**src/rtl/uart_rr_scheduler_pkg.sv**
```systemverilog
// Shared types and helpers for the round-robin UART scheduler.
package uart_sched_pkg;

  typedef enum logic [2:0] {
    IDLE,
    HDR,
    HOLD,
    WAITB,
    RD,
    LAT,
    SEND
  } state_t;

  // Header byte identifies the channel; callers truncate to their byte width.
  function automatic logic [31:0] hdr_byte(input logic [31:0] base, input logic [31:0] id);
    return base + id;
  endfunction

endpackage

```
**src/rtl/uart_rr_scheduler_if.sv**
```systemverilog
// Bundle of FIFO-side and uart_tx-side signals shared by the scheduler.
interface uart_rr_scheduler_if #(
  parameter int N     = 4,
  parameter int WIDTH = 8
);
  logic [N-1:0]       i_enable;
  logic [N-1:0]       i_empty;
  logic [N*WIDTH-1:0] i_r_data;
  logic [N-1:0]       o_r_en;
  logic               i_busy;
  logic               o_dv;
  logic [WIDTH-1:0]   o_data;
  logic [N-1:0]       o_grant;
  logic               o_active;

  modport master (
    input  i_enable, i_empty, i_r_data, i_busy,
    output o_r_en, o_dv, o_data, o_grant, o_active
  );

  modport slave (
    output i_enable, i_empty, i_r_data, i_busy,
    input  o_r_en, o_dv, o_data, o_grant, o_active
  );
endinterface

```
**src/rtl/uart_rr_scheduler_rr_pick.sv**
```systemverilog
// Combinational round-robin picker: first requester at or after ptr, wrapping.
module rr_pick #(
  parameter int N = 4,
  localparam int IDW = $clog2(N)
) (
  input  logic [N-1:0]   req,
  input  logic [IDW-1:0] ptr,
  output logic           valid,
  output logic [N-1:0]   grant,
  output logic [IDW-1:0] id
);

  logic [2*N-1:0] dbl;
  logic [N-1:0]   rot;
  logic [IDW-1:0] off;
  logic [IDW:0]   sum;

  always_comb begin
    // Rotating a doubled vector puts channel ptr at bit 0.
    dbl   = {req, req} >> ptr;
    rot   = dbl[N-1:0];
    valid = 1'b0;
    off   = '0;
    for (int j = N - 1; j >= 0; j--) begin
      if (rot[j]) begin
        valid = 1'b1;
        off   = IDW'(j);
      end
    end
    sum = {1'b0, ptr} + {1'b0, off};
    if (sum >= (IDW+1)'(N)) sum = sum - (IDW+1)'(N);
    id    = sum[IDW-1:0];
    grant = valid ? (N'(1) << id) : '0;
  end

endmodule

```
**src/rtl/uart_rr_scheduler.sv**
```systemverilog
// Shares one uart_tx among N FIFOs: per grant a header byte, then up to BURST payload bytes.
module uart_rr_scheduler
  import uart_sched_pkg::*;
#(
  parameter int          N        = 4,
  parameter int          WIDTH    = 8,
  parameter int          BURST    = 16,
  parameter int unsigned HDR_BASE = 32'hF0
) (
  input logic                clk,
  input logic                i_reset,
  uart_rr_scheduler_if.master bus
);

  localparam int IDW = $clog2(N);
  localparam int CW  = $clog2(BURST + 1);

  state_t           state, state_nx;
  logic [IDW-1:0]   ptr, ptr_nx;
  logic [IDW-1:0]   gid, gid_nx;
  logic [CW-1:0]    cnt, cnt_nx;
  logic [N-1:0]     r_en, r_en_nx;
  logic             dv, dv_nx;
  logic [WIDTH-1:0] data, data_nx;
  logic [N-1:0]     grant, grant_nx;
  logic             active, active_nx;

  logic [N-1:0]     eligible;
  logic             pick_valid;
  logic [N-1:0]     pick_grant;
  logic [IDW-1:0]   pick_id;
  logic [WIDTH-1:0] rd_byte;
  logic             ch_ok;
  logic [IDW:0]     ptr_inc;

  assign eligible = bus.i_enable & ~bus.i_empty;

  rr_pick #(.N(N)) u_pick (
    .req   (eligible),
    .ptr   (ptr),
    .valid (pick_valid),
    .grant (pick_grant),
    .id    (pick_id)
  );

  always_comb begin
    rd_byte = '0;
    for (int k = 0; k < N; k++) begin
      if (gid == IDW'(k)) rd_byte = bus.i_r_data[k*WIDTH +: WIDTH];
    end
    ch_ok   = bus.i_enable[gid] & ~bus.i_empty[gid];
    ptr_inc = {1'b0, gid} + (IDW+1)'(1);
    if (ptr_inc == (IDW+1)'(N)) ptr_inc = '0;
  end

  always_comb begin
    state_nx  = state;
    ptr_nx    = ptr;
    gid_nx    = gid;
    cnt_nx    = cnt;
    r_en_nx   = '0;
    dv_nx     = 1'b0;
    data_nx   = data;
    grant_nx  = grant;
    active_nx = active;
    case (state)
      IDLE: begin
        if (pick_valid && !bus.i_busy) begin
          gid_nx    = pick_id;
          data_nx   = WIDTH'(hdr_byte(HDR_BASE, 32'(pick_id)));
          grant_nx  = pick_grant;
          active_nx = 1'b1;
          dv_nx     = 1'b1;
          state_nx  = HDR;
        end
      end
      HDR: begin
        cnt_nx   = '0;
        state_nx = HOLD;
      end
      // uart_tx busy is not yet trustworthy in the cycle after a dv pulse.
      HOLD: state_nx = WAITB;
      WAITB: begin
        if (!bus.i_busy) begin
          if (cnt < CW'(BURST) && ch_ok) begin
            r_en_nx  = grant;
            state_nx = RD;
          end else begin
            ptr_nx    = ptr_inc[IDW-1:0];
            grant_nx  = '0;
            active_nx = 1'b0;
            state_nx  = IDLE;
          end
        end
      end
      RD: state_nx = LAT;
      LAT: begin
        data_nx  = rd_byte;
        cnt_nx   = (cnt == CW'(BURST)) ? cnt : cnt + CW'(1);
        dv_nx    = 1'b1;
        state_nx = SEND;
      end
      SEND:    state_nx = HOLD;
      default: state_nx = IDLE;
    endcase
  end

  always_ff @(posedge clk) begin
    if (i_reset) begin
      state  <= IDLE;
      ptr    <= '0;
      cnt    <= '0;
      r_en   <= '0;
      dv     <= 1'b0;
      data   <= '0;
      grant  <= '0;
      active <= 1'b0;
    end else begin
      state  <= state_nx;
      ptr    <= ptr_nx;
      cnt    <= cnt_nx;
      r_en   <= r_en_nx;
      dv     <= dv_nx;
      data   <= data_nx;
      grant  <= grant_nx;
      active <= active_nx;
    end
  end

  // Channel id is only meaningful while a grant is held, so it needs no reset.
  always_ff @(posedge clk) begin
    gid <= gid_nx;
  end

  assign bus.o_r_en   = r_en;
  assign bus.o_dv     = dv;
  assign bus.o_data   = data;
  assign bus.o_grant  = grant;
  assign bus.o_active = active;

endmodule

```
**src/flat_wrapper.sv**
```systemverilog
// flat-port wrapper written by rule: the top's interface ports become plain ports
module uart_rr_scheduler_flat import uart_sched_pkg::*;
#(
  parameter int          N        = 4,
  parameter int          WIDTH    = 8,
  parameter int          BURST    = 16,
  parameter int unsigned HDR_BASE = 32'hF0
)
  (clk, i_reset, bus_i_enable, bus_i_empty, bus_i_r_data, bus_i_busy, bus_o_r_en, bus_o_dv, bus_o_data, bus_o_grant, bus_o_active);
  uart_rr_scheduler_if #(.N(N), .WIDTH(WIDTH)) bus_i ();
  input logic clk;
  input logic i_reset;
  input wire logic [$bits(bus_i.i_enable)-1:0] bus_i_enable;
  input wire logic [$bits(bus_i.i_empty)-1:0] bus_i_empty;
  input wire logic [$bits(bus_i.i_r_data)-1:0] bus_i_r_data;
  input wire logic [$bits(bus_i.i_busy)-1:0] bus_i_busy;
  output wire logic [$bits(bus_i.o_r_en)-1:0] bus_o_r_en;
  output wire logic [$bits(bus_i.o_dv)-1:0] bus_o_dv;
  output wire logic [$bits(bus_i.o_data)-1:0] bus_o_data;
  output wire logic [$bits(bus_i.o_grant)-1:0] bus_o_grant;
  output wire logic [$bits(bus_i.o_active)-1:0] bus_o_active;
  assign bus_i.i_enable = bus_i_enable;
  assign bus_i.i_empty = bus_i_empty;
  assign bus_i.i_r_data = bus_i_r_data;
  assign bus_i.i_busy = bus_i_busy;
  assign bus_o_r_en = bus_i.o_r_en;
  assign bus_o_dv = bus_i.o_dv;
  assign bus_o_data = bus_i.o_data;
  assign bus_o_grant = bus_i.o_grant;
  assign bus_o_active = bus_i.o_active;
  uart_rr_scheduler #(.N(N), .WIDTH(WIDTH), .BURST(BURST), .HDR_BASE(HDR_BASE)) u_core (.clk(clk), .i_reset(i_reset), .bus(bus_i));
endmodule
```
**config.mk**
```make
export PLATFORM = sky130hd
export DESIGN_NAME = uart_rr_scheduler_flat
export DESIGN_NICKNAME = d
export VERILOG_FILES = /design/src/rtl/uart_rr_scheduler_pkg.sv /design/src/rtl/uart_rr_scheduler_if.sv /design/src/rtl/uart_rr_scheduler_rr_pick.sv /design/src/rtl/uart_rr_scheduler.sv /design/src/flat_wrapper.sv
export SDC_FILE = /design/constraint.sdc
export NUM_CORES = 1
export LEC_CHECK = 0
export CORE_ASPECT_RATIO = 1.4
export CORE_MARGIN = 2
export CORE_UTILIZATION = 45
export CTS_CLUSTER_SIZE = 40
export DETAILED_ROUTE_END_ITERATION = 10
export PLACE_DENSITY = 0.8
export SYNTH_ARGS = -nofsm -noshare
export SYNTH_HDL_FRONTEND = slang
export SYNTH_SLANG_ARGS = --single-unit
```
**constraint.sdc**
```tcl
create_clock -name clk -period 2.23 [get_ports clk]
set_input_delay 0.223 -clock clk [delete_from_list [all_inputs] [get_ports clk]]
set_output_delay 0.223 -clock clk [all_outputs]
set_load 0.02 [all_outputs]
```
==> results.sh <==
export IMPL_status="completed"
export IMPL_dp_slack_ps=-142
export IMPL_io_buffers=60
export IMPL_crit_required_ps=2440
export IMPL_r2r_setup_slack_ps=140
export IMPL_cts_max_path_buffers=2
export IMPL_path_delay_family="compound AO/OA/AOI/OAI gates"
export IMPL_postSynth_asyncResetShare_pct=0
export IMPL_min_delay_path_class="reg -> reg"
export IMPL_dp_hpwl_um=3510
export IMPL_setup_ws_ps=136
export IMPL_fmax_ghz=0.478
export IMPL_drc_errors=0
export IMPL_arrival_ps=2300
export IMPL_worstPathCellList="inv_1 -> mux4_2 -> a2111o_1 -> or3_1 -> a21oi_2"
export IMPL_drt_total_wl_um=4340
export IMPL_slew_violations=0
export IMPL_cts_sinks=30
export IMPL_antenna_left=0
export IMPL_synth_fp_nets=259
export IMPL_postSynthAreaPerCell_um2=8.76
export IMPL_die_w_um=57.1
export IMPL_drv_cap=0
export IMPL_hold_viol_final=0
export IMPL_n_antenna_cell=0
export IMPL_hold_depth=2
export IMPL_grt_usage_pct=21.9
export IMPL_postCtsSetupBuffers=0
export IMPL_clkTransAtPathRegs_ps=70
export IMPL_die_h_um=78.4
export IMPL_hold_ws_ps=450
export IMPL_min_to="u_core.bus.o_data[0]"
export IMPL_worst_pin_slew_ps=578
export IMPL_slew_headroom_pct=61.4
export IMPL_power_density_nw_per_um2=725
export IMPL_syn_instance_count=203
export IMPL_slowest_delay_ps=530
export IMPL_drt_pass1_iterations=4
export IMPL_antenna_found_initial=0
export IMPL_io_pins=61
export IMPL_grt_max_degree=17
export IMPL_nFillCells=308
export IMPL_drive_gt1_share_pct=11.8
export IMPL_grt_pass1_wl_um=7740
export IMPL_dieArea_um2=4480
export IMPL_cts_tree="built"
export IMPL_r2r_start="u_core.gid[1]"
export IMPL_cp_max_fo=3
export IMPL_skew_ps=8.03
export IMPL_critPathSlowestCell="mux4_2"
export IMPL_synth_enable_flop_cells=2
export IMPL_viasPerCell=5.40
export IMPL_synth_ff_type="dfxtp_1"
export IMPL_row_count=27
export IMPL_grt_pass1_vias=1759
export IMPL_syn2layout_area_growth_pct=47.9
export IMPL_via_count=1743
export IMPL_synth_area_leaders="dfxtp_1, ha_1, nor3_1"
export IMPL_clk_latency_ps=290
export IMPL_wl_per_cell_um=13.4
export IMPL_cp_buffers_inverters=1
export IMPL_rsz0062_at_grt="no"
export IMPL_critPathKind="reg -> reg"
export IMPL_nets=335
export IMPL_min_delay_start="u_core.bus.o_data[0]"
export IMPL_synth_cell_types=49
export IMPL_reg2reg_depth=5
export IMPL_period_share_pct=93.9
export IMPL_worstSetupPathDepth=5
export IMPL_overflow=0
export IMPL_synth_most_common_cell="dfxtp_1"
export IMPL_design_core_area_um2=3850
export IMPL_reg2reg_to="u_core.ptr[0]"
export IMPL_netlist_area_um2=1780
export IMPL_routabilityCongestion=0.811
export IMPL_leakage_nw=1.03
export IMPL_yosysWarnings=0
export IMPL_root_buffer="clkbuf_8"
export IMPL_numCtsBuffers=5
export IMPL_irDropWorstVdd_mv=0.606
export IMPL_cp_end_kind="flip-flop"
export IMPL_synth_top_cell_by_area="dfxtp_1"
export IMPL_ys_seq_area_share_pct=34.9
export IMPL_synth_top_area_share_pct=31.5
export IMPL_min_period_ps=2090
export IMPL_start_kind="flip-flop"
export IMPL_synth_seq_cells=30
export IMPL_initial_core_util_pct=46.2
export IMPL_ys_top_cells_by_count="dfxtp_1, nor3_1, ha_1, nor2_1"
export IMPL_drt_iter0_drc=54
export IMPL_setup_violations=0
export IMPL_cts_htree_levels=2
## where the power goes
group / switching [mW] / leakage [nW] / internal, mW
Clock: 0.209 / 0.0515 / 0.248
Combinational: 0.390 / 0.736 / 0.395
Sequential: 0.0537 / 0.246 / 0.613
Total: 0.653 / 1.03 / 1.26
## routing by layer
layer,share of wire [%],global-route usage [%],vias up
li1,-,-,899
met5,0,0,-
met2,54,39.0,54
met3,6.1,7.08,4
met4,1.2,6.28,0
met1,39,24.6,786
## cell usage in the layout, fill, tap and decap left out, drive strengths merged, types with 5 or more instances in the layout
master / n
a211oi: 7
dfxtp: 28
and2: 5
a22oi: 6
a21oi: 10
a221oi: 7
clkdlybuf4s50: 60
nor2b: 11
clkbuf: 6
nor2: 13
ha: 13
buf: 18
nor3: 15
inv: 14
nand2: 12
## stage by stage
| step | cell area [um^2] | power, mW | utilization (%) | cells | TNS [ps] |
|---|---|---|---|---|---|
| after detailed placement | 2530 | 1.46 | 65.8 | 315 | -709 |
| final | 2630 | 1.91 | 68.3 | 323 | 0 |
| after CTS | 2630 | 1.92 | 68.3 | 323 | 0 |
| after global placement | 2530 | 1.44 | 65.8 | 315 | -363 |
| after floorplan | 1780 | 1.14 | - | 203 | 0 |
| after global routing | 2630 | 2.05 | 68.3 | 323 | 0 |
## sequential cells by signal (all words and copies together) (netlist names)
register / cells
u_core.cnt: 5
u_core.bus.o_data: 8
u_core.ptr: 2
u_core.gid: 2
u_core.bus.o_grant: 4
u_core.bus.o_dv: 1
u_core.state: 3
u_core.bus.o_r_en: 4
u_core.bus.o_active: 1
## worst max path at each step
stage	slack (ps)	end	startpoint
2_1_floorplan	220	u_core.ptr[0]	u_core.gid[1]
4_1_cts	130	u_core.ptr[0]	u_core.gid[1]
3_5_place_dp	-140	u_core.bus.o_data[1]	bus_i_enable[2]
5_1_grt	60	u_core.bus.o_data[1]	u_core.ptr[0]
6_report	140	u_core.ptr[0]	u_core.gid[1]
3_3_place_gp	-90	u_core.bus.o_data[1]	bus_i_enable[2]
## final cells by class
type                    count  area (um^2)  share of cell area [%]
well taps                  43         53.8                    2.04
multi-input cells         151         1080                    41.0
repair buffers             78          736                    28.0
inverters                  13         48.8                    1.85
clock buffers               6         82.6                    3.14
clock inverters             2         11.3                   0.428
flip-flops and latches     30          621                    23.6
## what timing repair did
item	in CTS	in global routing
gates resized for setup	0	1
hold buffers	0	0
endpoints found under the setup margin	0	1
## worst register-to-register path, stage by stage, from the launching register on
cell and delay, ps:
edfxtp_1 440, inv_1 140, mux4_2 530, a2111o_1 440, or3_1 340, a21oi_2 130
## logic make-up after synthesis
family / count (synthesis) / synth area share (%)
and+or+nand+nor: 77 / 23.6
buffers and inverters: 22 / 4.64
adders and majority gates: 14 / 9.70
DFF: 30 / 34.9
muxes: 3 / 2.39
xor gates and xnor gates: 3 / 1.48
AOI/OAI and AO/OA: 54 / 23.3
No activity file was read; power rests on OpenSTA's default activity.
==> RTL change: new RTL, config.mk and constraints unchanged <==
The 7 states of `state_t` get a Gray code encoding in 3 bits.
--- a/src/rtl/uart_rr_scheduler_pkg.sv
+++ b/src/rtl/uart_rr_scheduler_pkg.sv
@@ -2,13 +2,13 @@
 package uart_sched_pkg;
 
   typedef enum logic [2:0] {
-    IDLE,
-    HDR,
-    HOLD,
-    WAITB,
-    RD,
-    LAT,
-    SEND
+    IDLE  = 3'b000,
+    HDR   = 3'b001,
+    HOLD  = 3'b011,
+    WAITB = 3'b010,
+    RD    = 3'b110,
+    LAT   = 3'b111,
+    SEND  = 3'b101
   } state_t;
 
   // Header byte identifies the channel; callers truncate to their byte width.
Function: same outputs for any inputs over 10 cycles, from zero or initial values and one cycle with i_reset high; not proved beyond that.
==> RTL change against the original RTL <==
Final area is 2.5% lower; sequential cell count unchanged; wire length increased by 1.1%; synthesized cell count up 0.99%; final cell count down 3.1%; area after synthesis grew 0.70%; worst setup slack better by 40 ps; die area up 0.67%; critical path type is now in2reg.
Power is not compared: it rests on default switching activity, and its combinational part moved more than twofold at a synthesized area within 25%.
==> RTL change: results <==
[setup_path]
critPathArrivalTime_ps = 2230
slowest_stage = "clkdlybuf4s50_1"
worstPathMaxFanout = 4
reg2reg_depth = 7

[yosys]
netlist_top_cells_count = "dfxtp_1, nand2_1, nor2_1, nor3_1, nor2b_1"
ys_seq_area_share_pct = 34.64
syn_inst = 205
yosys-top-cells-area = "dfxtp_1, ha_1, nand2_1, nor2b_1, a221oi_1"
async_flop_share_pct = 0
yosysUniqueCellTypes = 51
synth_top_area_share_pct = 31.28
syn_nets = 257

[drt]
met3_length_microns = 109
drt_iter0_drc = 50
drt-met1-wl_microns = 1790
met2WireLength_microns = 2417
post_drt_wl_per_cell_microns = 14.01

[timing]
slew_headroom_pct = 64.38
fin_skew_ps = 7.794

[final_layout]
fillerInstances = 323
finalNetCount = 321

[placed_design]
place_hpwl_microns = 3441
place_congestion = 0.8477
placed_cell_area_sq_um = 2466
place_inst = 305

[grt]
grtUsageTotal_pct = 20.03
globalRouteMet2Util_pct = 35.29
grt_pass1_wl_microns = 7065
grt_max_degree = 17
first_global_vias = 1554
grtUsageMet3_pct = 4.283
grt_use_met1_pct = 23.10

[outcome]
status = "finished, final reports clean"
RTL change: cell types whose count changed in the layout (fill, tap and decap cells not counted), moves of 4 or more:
cell      delta
nand2b_1     -4
buf_4        -9
ha_1         -4
a22oi_1      -6
inv_1        -4
nand2b_4     +4
nand2_1      +8
RTL change: kinds of logic after synthesis:
| family | share of synthesized area (%) |
|---|---|
| flip-flops | 34.64 |
| multiplexers | 3.003 |
| buffers and inverters | 4.748 |
| AND/OR/NAND/NOR | 26.75 |
| adder cells (fa/ha/maj) | 6.913 |
| AO/OA/AOI/OAI | 22.07 |
| XOR/XNOR | 1.886 |
RTL change: final timing paths:
kind	from	slack, ps	to
worst max-delay path	bus_i_enable[1]	180	u_core.bus.o_grant[3]$_SDFFE_PP0P_
worst max register to register	u_core.gid[0]$_DFFE_PP_	220	u_core.bus.o_data[0]$_SDFFE_PP0P_
worst min-delay path	u_core.bus.o_data[2]$_SDFFE_PP0P_	470	u_core.bus.o_data[2]$_SDFFE_PP0P_
worst min register to register	u_core.bus.o_data[2]$_SDFFE_PP0P_	470	u_core.bus.o_data[2]$_SDFFE_PP0P_
RTL change: cell type report:
class                   count  area, sq um  share of cell area [%]
inverters                  10        37.54                   1.463
multi-input cells         153         1086                   42.34
well taps                  43        53.80                   2.098
flip-flops and latches     30        624.3                   24.34
clock inverters             2        12.51                  0.4878
repair buffers             69        668.1                   26.05
clock buffers               6        82.58                   3.220
RTL change: per-stage QoR:
step / hold slack (ps) / utilization, % / setup slack, ps / power (W)
global route: 489.1 / 66.02 / 15.66 / 0.001496
CTS: 466.3 / 65.93 / 32.45 / 0.001436
global placement: 455.0 / 63.48 / -2.859 / 0.0009701
floorplan: 453.4 / - / 323.5 / 0.0008088
detailed placement: 456.7 / 63.48 / -120.4 / 0.0009777
finish: 466.2 / 66.02 / 175.9 / 0.001419
